**src/rtl/morse_pkg.sv**
```systemverilog
// morse_pkg: ASCII ranges, Morse symbol type and output FSM states for morse_char_queue.
// With MORSE_LOWERCASE_EN defined, fold_upper maps 'a'..'z' onto 'A'..'Z'.
package morse_pkg;
    localparam logic [7:0] ASCII_SPACE = 8'h20;
    localparam logic [7:0] ASCII_A     = 8'h41;
    localparam logic [7:0] ASCII_Z     = 8'h5A;
    localparam logic [7:0] ASCII_0     = 8'h30;
    localparam logic [7:0] ASCII_9     = 8'h39;
    localparam logic [7:0] ASCII_LA    = 8'h61;
    localparam logic [7:0] ASCII_LZ    = 8'h7A;
    localparam logic [3:0] MORSE_SPACE_LEN = 4'd0;

    typedef struct packed {
        logic [7:0] code;
        logic [3:0] len;
    } morse_sym_t;

    typedef enum logic {
        OUT_EMPTY = 1'b0,
        OUT_HOLD  = 1'b1
    } out_state_t;

    function automatic logic [7:0] fold_upper(input logic [7:0] c);
`ifdef MORSE_LOWERCASE_EN
        return (c >= ASCII_LA && c <= ASCII_LZ) ? c - 8'h20 : c;
`else
        return c;
`endif
    endfunction
endpackage

```
**src/rtl/morse_char_queue_lut.sv**
```systemverilog
// morse_lut: combinational ASCII to Morse translation with a validity flag.
// Lowercase input is folded before lookup, so it is only valid with MORSE_LOWERCASE_EN.
module morse_lut
    import morse_pkg::*;
(
    input  logic [7:0] char_i,
    output morse_sym_t sym_o,
    output logic       valid_o
);
    logic [7:0] c;

    assign c = fold_upper(char_i);

    // code is left-aligned, 1 = dash; len 0 marks a word space
    always_comb begin
        sym_o   = {8'h00, MORSE_SPACE_LEN};
        valid_o = 1'b1;
        case (c)
            ASCII_SPACE: sym_o = {8'h00, MORSE_SPACE_LEN};
            "A": sym_o = {8'h40, 4'd2};
            "B": sym_o = {8'h80, 4'd4};
            "C": sym_o = {8'hA0, 4'd4};
            "D": sym_o = {8'h80, 4'd3};
            "E": sym_o = {8'h00, 4'd1};
            "F": sym_o = {8'h20, 4'd4};
            "G": sym_o = {8'hC0, 4'd3};
            "H": sym_o = {8'h00, 4'd4};
            "I": sym_o = {8'h00, 4'd2};
            "J": sym_o = {8'h70, 4'd4};
            "K": sym_o = {8'hA0, 4'd3};
            "L": sym_o = {8'h40, 4'd4};
            "M": sym_o = {8'hC0, 4'd2};
            "N": sym_o = {8'h80, 4'd2};
            "O": sym_o = {8'hE0, 4'd3};
            "P": sym_o = {8'h60, 4'd4};
            "Q": sym_o = {8'hD0, 4'd4};
            "R": sym_o = {8'h40, 4'd3};
            "S": sym_o = {8'h00, 4'd3};
            "T": sym_o = {8'h80, 4'd1};
            "U": sym_o = {8'h20, 4'd3};
            "V": sym_o = {8'h10, 4'd4};
            "W": sym_o = {8'h60, 4'd3};
            "X": sym_o = {8'h90, 4'd4};
            "Y": sym_o = {8'hB0, 4'd4};
            "Z": sym_o = {8'hC0, 4'd4};
            "0": sym_o = {8'hF8, 4'd5};
            "1": sym_o = {8'h78, 4'd5};
            "2": sym_o = {8'h38, 4'd5};
            "3": sym_o = {8'h18, 4'd5};
            "4": sym_o = {8'h08, 4'd5};
            "5": sym_o = {8'h00, 4'd5};
            "6": sym_o = {8'h80, 4'd5};
            "7": sym_o = {8'hC0, 4'd5};
            "8": sym_o = {8'hE0, 4'd5};
            "9": sym_o = {8'hF0, 4'd5};
            default: valid_o = 1'b0;
        endcase
    end
endmodule

```
**src/rtl/morse_char_queue.sv**
```systemverilog
// morse_char_queue: filtered ASCII FIFO feeding the Morse encoder via char_vald/char_next.
// MORSE_LOWERCASE_EN (optional) accepts 'a'..'z' and stores them as uppercase.
module morse_char_queue
    import morse_pkg::*;
#(
    parameter  int DEPTH = 8,
    localparam int AW    = $clog2(DEPTH)
)(
    input  logic          clk,
    input  logic          reset_n,
    input  logic          wr_en,
    input  logic [7:0]    wr_char,
    output logic          full,
    output logic [AW:0]   level,
    output logic [7:0]    charcode,
    output logic [3:0]    charlen,
    output logic          char_vald,
    input  logic          char_next,
    output logic          err_invalid,
    output logic          err_overflow,
    input  logic          clr_err
);
    logic [7:0]    mem_q [DEPTH];
    logic [AW-1:0] wr_ptr_q, wr_ptr_d, rd_ptr_q, rd_ptr_d;
    logic [AW:0]   level_q, level_d;
    out_state_t    state_q, state_d;
    morse_sym_t    sym_q, sym_d;
    logic          err_inv_q, err_inv_d, err_ovf_q, err_ovf_d;
    logic [7:0]    wr_byte, rd_byte;
    logic          wr_valid, rd_valid_unused, push, pop;
    morse_sym_t    wr_sym_unused, rd_sym;

    assign wr_byte = fold_upper(wr_char);
    assign rd_byte = mem_q[rd_ptr_q];

    morse_lut u_wr_lut (.char_i(wr_char), .sym_o(wr_sym_unused), .valid_o(wr_valid));
    morse_lut u_rd_lut (.char_i(rd_byte), .sym_o(rd_sym), .valid_o(rd_valid_unused));

    assign full      = level_q == DEPTH[AW:0];
    assign level     = level_q;
    assign char_vald = state_q == OUT_HOLD;
    assign charcode  = sym_q.code;
    assign charlen   = sym_q.len;
    assign err_invalid  = err_inv_q;
    assign err_overflow = err_ovf_q;

    // full is the pre-edge value, so a same-cycle pop never makes room for a write
    always_comb begin
        push      = wr_en && wr_valid && !full;
        pop       = (level_q != '0) && (state_q == OUT_EMPTY || char_next);
        wr_ptr_d  = push ? wr_ptr_q + 1'b1 : wr_ptr_q;
        rd_ptr_d  = pop ? rd_ptr_q + 1'b1 : rd_ptr_q;
        level_d   = level_q + {{AW{1'b0}}, push} - {{AW{1'b0}}, pop};
        state_d   = pop ? OUT_HOLD : (char_next ? OUT_EMPTY : state_q);
        sym_d     = pop ? rd_sym : sym_q;
        err_inv_d = !clr_err && (err_inv_q || (wr_en && !wr_valid));
        err_ovf_d = !clr_err && (err_ovf_q || (wr_en && full));
    end

    always_ff @(posedge clk) begin
        if (push)
            mem_q[wr_ptr_q] <= wr_byte;
    end

    always_ff @(posedge clk) begin
        if (!reset_n) begin
            wr_ptr_q  <= '0;
            rd_ptr_q  <= '0;
            level_q   <= '0;
            state_q   <= OUT_EMPTY;
            sym_q     <= '0;
            err_inv_q <= 1'b0;
            err_ovf_q <= 1'b0;
        end else begin
            wr_ptr_q  <= wr_ptr_d;
            rd_ptr_q  <= rd_ptr_d;
            level_q   <= level_d;
            state_q   <= state_d;
            sym_q     <= sym_d;
            err_inv_q <= err_inv_d;
            err_ovf_q <= err_ovf_d;
        end
    end
endmodule
```
**config.mk**
```make
export PLATFORM = sky130hd
export DESIGN_NAME = morse_char_queue
export DESIGN_NICKNAME = d
export VERILOG_FILES = /design/src/rtl/morse_pkg.sv /design/src/rtl/morse_char_queue_lut.sv /design/src/rtl/morse_char_queue.sv
export SDC_FILE = /design/constraint.sdc
export NUM_CORES = 1
export LEC_CHECK = 0
export ABC_CLOCK_PERIOD_IN_PS = 3400
export BUFFER_PORTS_ARGS = -buffer_cell sky130_fd_sc_hd__buf_2
export CAP_MARGIN = 15
export CORE_MARGIN = 8
export CORE_UTILIZATION = 45
export DETAILED_ROUTE_END_ITERATION = 6
export GPL_ROUTABILITY_DRIVEN = 0
export HOLD_SLACK_MARGIN = 0.06
export PLACE_DENSITY_LB_ADDON = 0.25
export SLEW_MARGIN = 15
export SYNTH_ARGS = -nofsm -noshare
export SYNTH_HDL_FRONTEND = slang
export SYNTH_SLANG_ARGS = --single-unit
export TNS_END_PERCENT = 20
```
**constraint.sdc**
```tcl
create_clock -name clk -period 3.4 [get_ports clk]
set_input_delay 0.34 -clock clk [delete_from_list [all_inputs] [get_ports clk]]
set_output_delay 0.34 -clock clk [all_outputs]
set_load 0.01 [all_outputs]
```
==> flow_summary.toml <==
[global_routing]
met3_usage_pct = 3.030
busiest_layer = "met2"
grt_pass1_wl_um = 13800
grt_use_total_pct = 14.01
grt_overflow = 0
grtUsageMet1_pct = 17.73
grt_pass1_vias = 2609
grt_antenna_before_repair = 0
grt_max_degree = 20
met2_usage_pct = 22.46

[floorplan]
die_h_um = 111.1
io_pins = 33
dieArea_um2 = 12340
core_area_um2 = 8763
start_util_pct = 46.43
die_w_um = 111.1
fp-row-count = 34

[sta]
min_period_ns = 2.721
finalCritPeriodShare_pct = 80.02
finalHoldViolations = 0
rsz0062_at_grt = "no"
slew_headroom_pct = 64.04
fmax_mhz = 367.5
setup_viol = 0
slew_violations = 0
setup-tns-final_ns = 0
setup_ws_ns = 0.6793
fin_worst_skew_ns = 0.006560
tightest_slew_ns = 0.5388

[placement]
io_buffers = 28
place_hpwl_um = 5764
pre_cts_slack_ns = 0.6495

[finish]
drive_gt1_share_pct = 24.86
final_cell_mix = "edfxtp_1 (64), nor2_1 (30), buf_2 (28)"
fin_nets = 371
syn_to_final_growth_pct = 12.15
diodes = 0
layout_commonest_cell = "edfxtp_1"

[power_and_ir_drop]
p_int_mw = 2.170
power_leakage_nw = 1.597
power.net_switching_mw = 1.209
powerDensity_nw_per_um2 = 740.5
finalPower_mw = 3.379
seqPwrFrac_pct = 38.9
switching_share_pct = 35.79
peakVddDrop_mv = 0.3606
power_frac_comb_pct = 40.3
clockPowerShare_pct = 20.8

[synthesis]
netlist_area_um2 = 4069
yosysUniqueCellTypes = 50
synth_warnings = 0
avgSynthCellArea_um2 = 13.21
synth_area_leaders = "edfxtp_1 (47%), dfxtp_1 (12%), mux4_2 (7.7%), nor2_1 (2.8%), mux2i_1 (2.7%)"
ys_ff_latch = 88
syn_inst = 308
yosys.area.top_type = "edfxtp_1"
synth_top_area_share_pct = 47.23
seq_area_frac_synth_pct = 59.04

[routing]
route.antenna.remaining_nets = 0
vias_per_cell = 5.615
dr.first_iter.drc_count = 126
dr.pass1.iters = 4
drt_wl_total_um = 8329
route.detailed.drc = 0
num_vias = 2594
wl_per_cell_um = 18.03

[clock_network]
cts_sinks = 88
postCtsSetupBuffers = 0
clock_path_buffers = 2
numCtsBuffers = 9
cts.repair.resized = 0
clock-root-buffer = "clkbuf_8"
hold_buffers = 0
clk_latency_ns = 0.35
path_clk_slew_ns = 0.08
h-tree-depth = 3
tritoncts = "done"

[run]
max_cap_violations = 0

[worst_setup_path]
critical_path_class = "flop to flop"
slowest_stage = "dfxtp_1"
crit_path_start_kind = "flop"
crit_path_max_incr_delay_ns = 0.51
crit_arrival_ns = 3.00
crit_chain = "buf_4, mux4_2, mux2i_1, nand4_1, o22ai_1, a22oi_1, a41oi_2"
critPathCaptureType = "flop"
critPathMaxFanout = 8
required_ns = 3.68

[outcome]
status = "finished, final reports clean"

[hold_path]
worstHoldPathType = "primary input to flop"
[per-layer routing]
layer	part of all wire (%)	up-vias
li1	-	1251
met1	44	1267
met2	50	67
met3	4.6	9
met4	1.6	0
met5	0	-
[power groups by stage]
stage	Sequential (mW)	Combinational, mW	Clock [mW]
after floorplan	1.35	1.00	0
after global placement	1.34	1.35	0
after detailed placement	1.34	1.36	0
after CTS	1.32	1.37	0.716
after global routing	1.33	1.52	0.767
final	1.31	1.36	0.701
[path summary, 6_finish.rpt]
path	start	to	slack (ns)	cells after the start
max	flop	charcode[6]$_SDFFE_PN0P_	0.68	7
max reg2reg	flop	charcode[6]$_SDFFE_PN0P_	0.68	7
min	wr_en	err_invalid$_SDFF_PN0_	0.24	3
min reg2reg	err_invalid$_SDFF_PN0_	err_invalid$_SDFF_PN0_	0.47	2
[state kept, by name, indices dropped and copies added (netlist names), named ones only]
register      cells
char_vald         1
mem_q            64
err_invalid       1
level             4
charlen           3
charcode          5
wr_ptr_q          3
rd_ptr_q          3
err_overflow      1
[area by class of cell]
type                            count  area (um^2)
Sequential cell                    88         2402
Timing Repair Buffer               46        275.3
Fill cell                         746         4200
Multi-Input combinational cell    195         1529
Inverter                            9        33.78
Clock buffer                       11        131.4
Clock inverter                      5        56.30
Tap cell                          108        135.1
[metrics by stage]
stage / utilization [%] / std cells / instance area, um^2 / hold WS, ns
finish: 52.07 / 462 / 4563 / 0.2367
global route: 52.07 / 462 / 4563 / 0.2535
floorplan: - / 311 / 4080 / 0.4389
detailed placement: 49.93 / 446 / 4375 / 0.4539
global placement: 49.93 / 446 / 4375 / 0.4463
CTS: 52.07 / 462 / 4563 / 0.2271
[worst max-delay path: cells and delay by family (launching register included)]
kind                   cells  cell delay (ns)
AOI/OAI and AO/OA          3             0.60
buffers and inverters      1             0.23
DFF                        1             0.51
muxes                      2             0.85
and+or+nand+nor            1             0.44
[Yosys cell counts (all sizes together)]
master and number:
or2 1, a32oi 1, a31o 1, conb 1, o31ai 2, mux2 6
a22oi 1, dfxtp 24, nor3 7, mux4 16, xor2 1, and2 3
o211ai 4, inv 9, o21a 1, fa 1, o22ai 3, buf 10
nand2b 4, a21boi 2, edfxtp 64, clkbuf 9, a21o 2, nand3 9
nand4 3, a31oi 6, a41oi 1, o21ai 17, and3 1, o2111ai 2
a21oi 14, nand2 18, nor2 30, nor4 2, ha 8, a211oi 3
or4b 1, mux2i 12, a221o 1, o41ai 1, or3 1, xnor2 5
[kinds of logic (layout without fill, tap and decap cells)]
| kind of cell | Yosys count | in the layout | synth area share (%) |
|---|---|---|---|
| DFF | 88 | 88 | 59.04 |
| adders and majority gates | 9 | 9 | 2.952 |
| and+or+nand+nor | 80 | 80 | 9.041 |
| other | 1 | 4 | 0.09216 |
| buffers and inverters | 28 | 71 | 3.659 |
| xor gates and xnor gates | 6 | 6 | 1.292 |
| AOI/OAI and AO/OA | 62 | 62 | 10.09 |
| muxes | 34 | 34 | 13.84 |
Note: power is estimated with default switching activity, not from simulation.
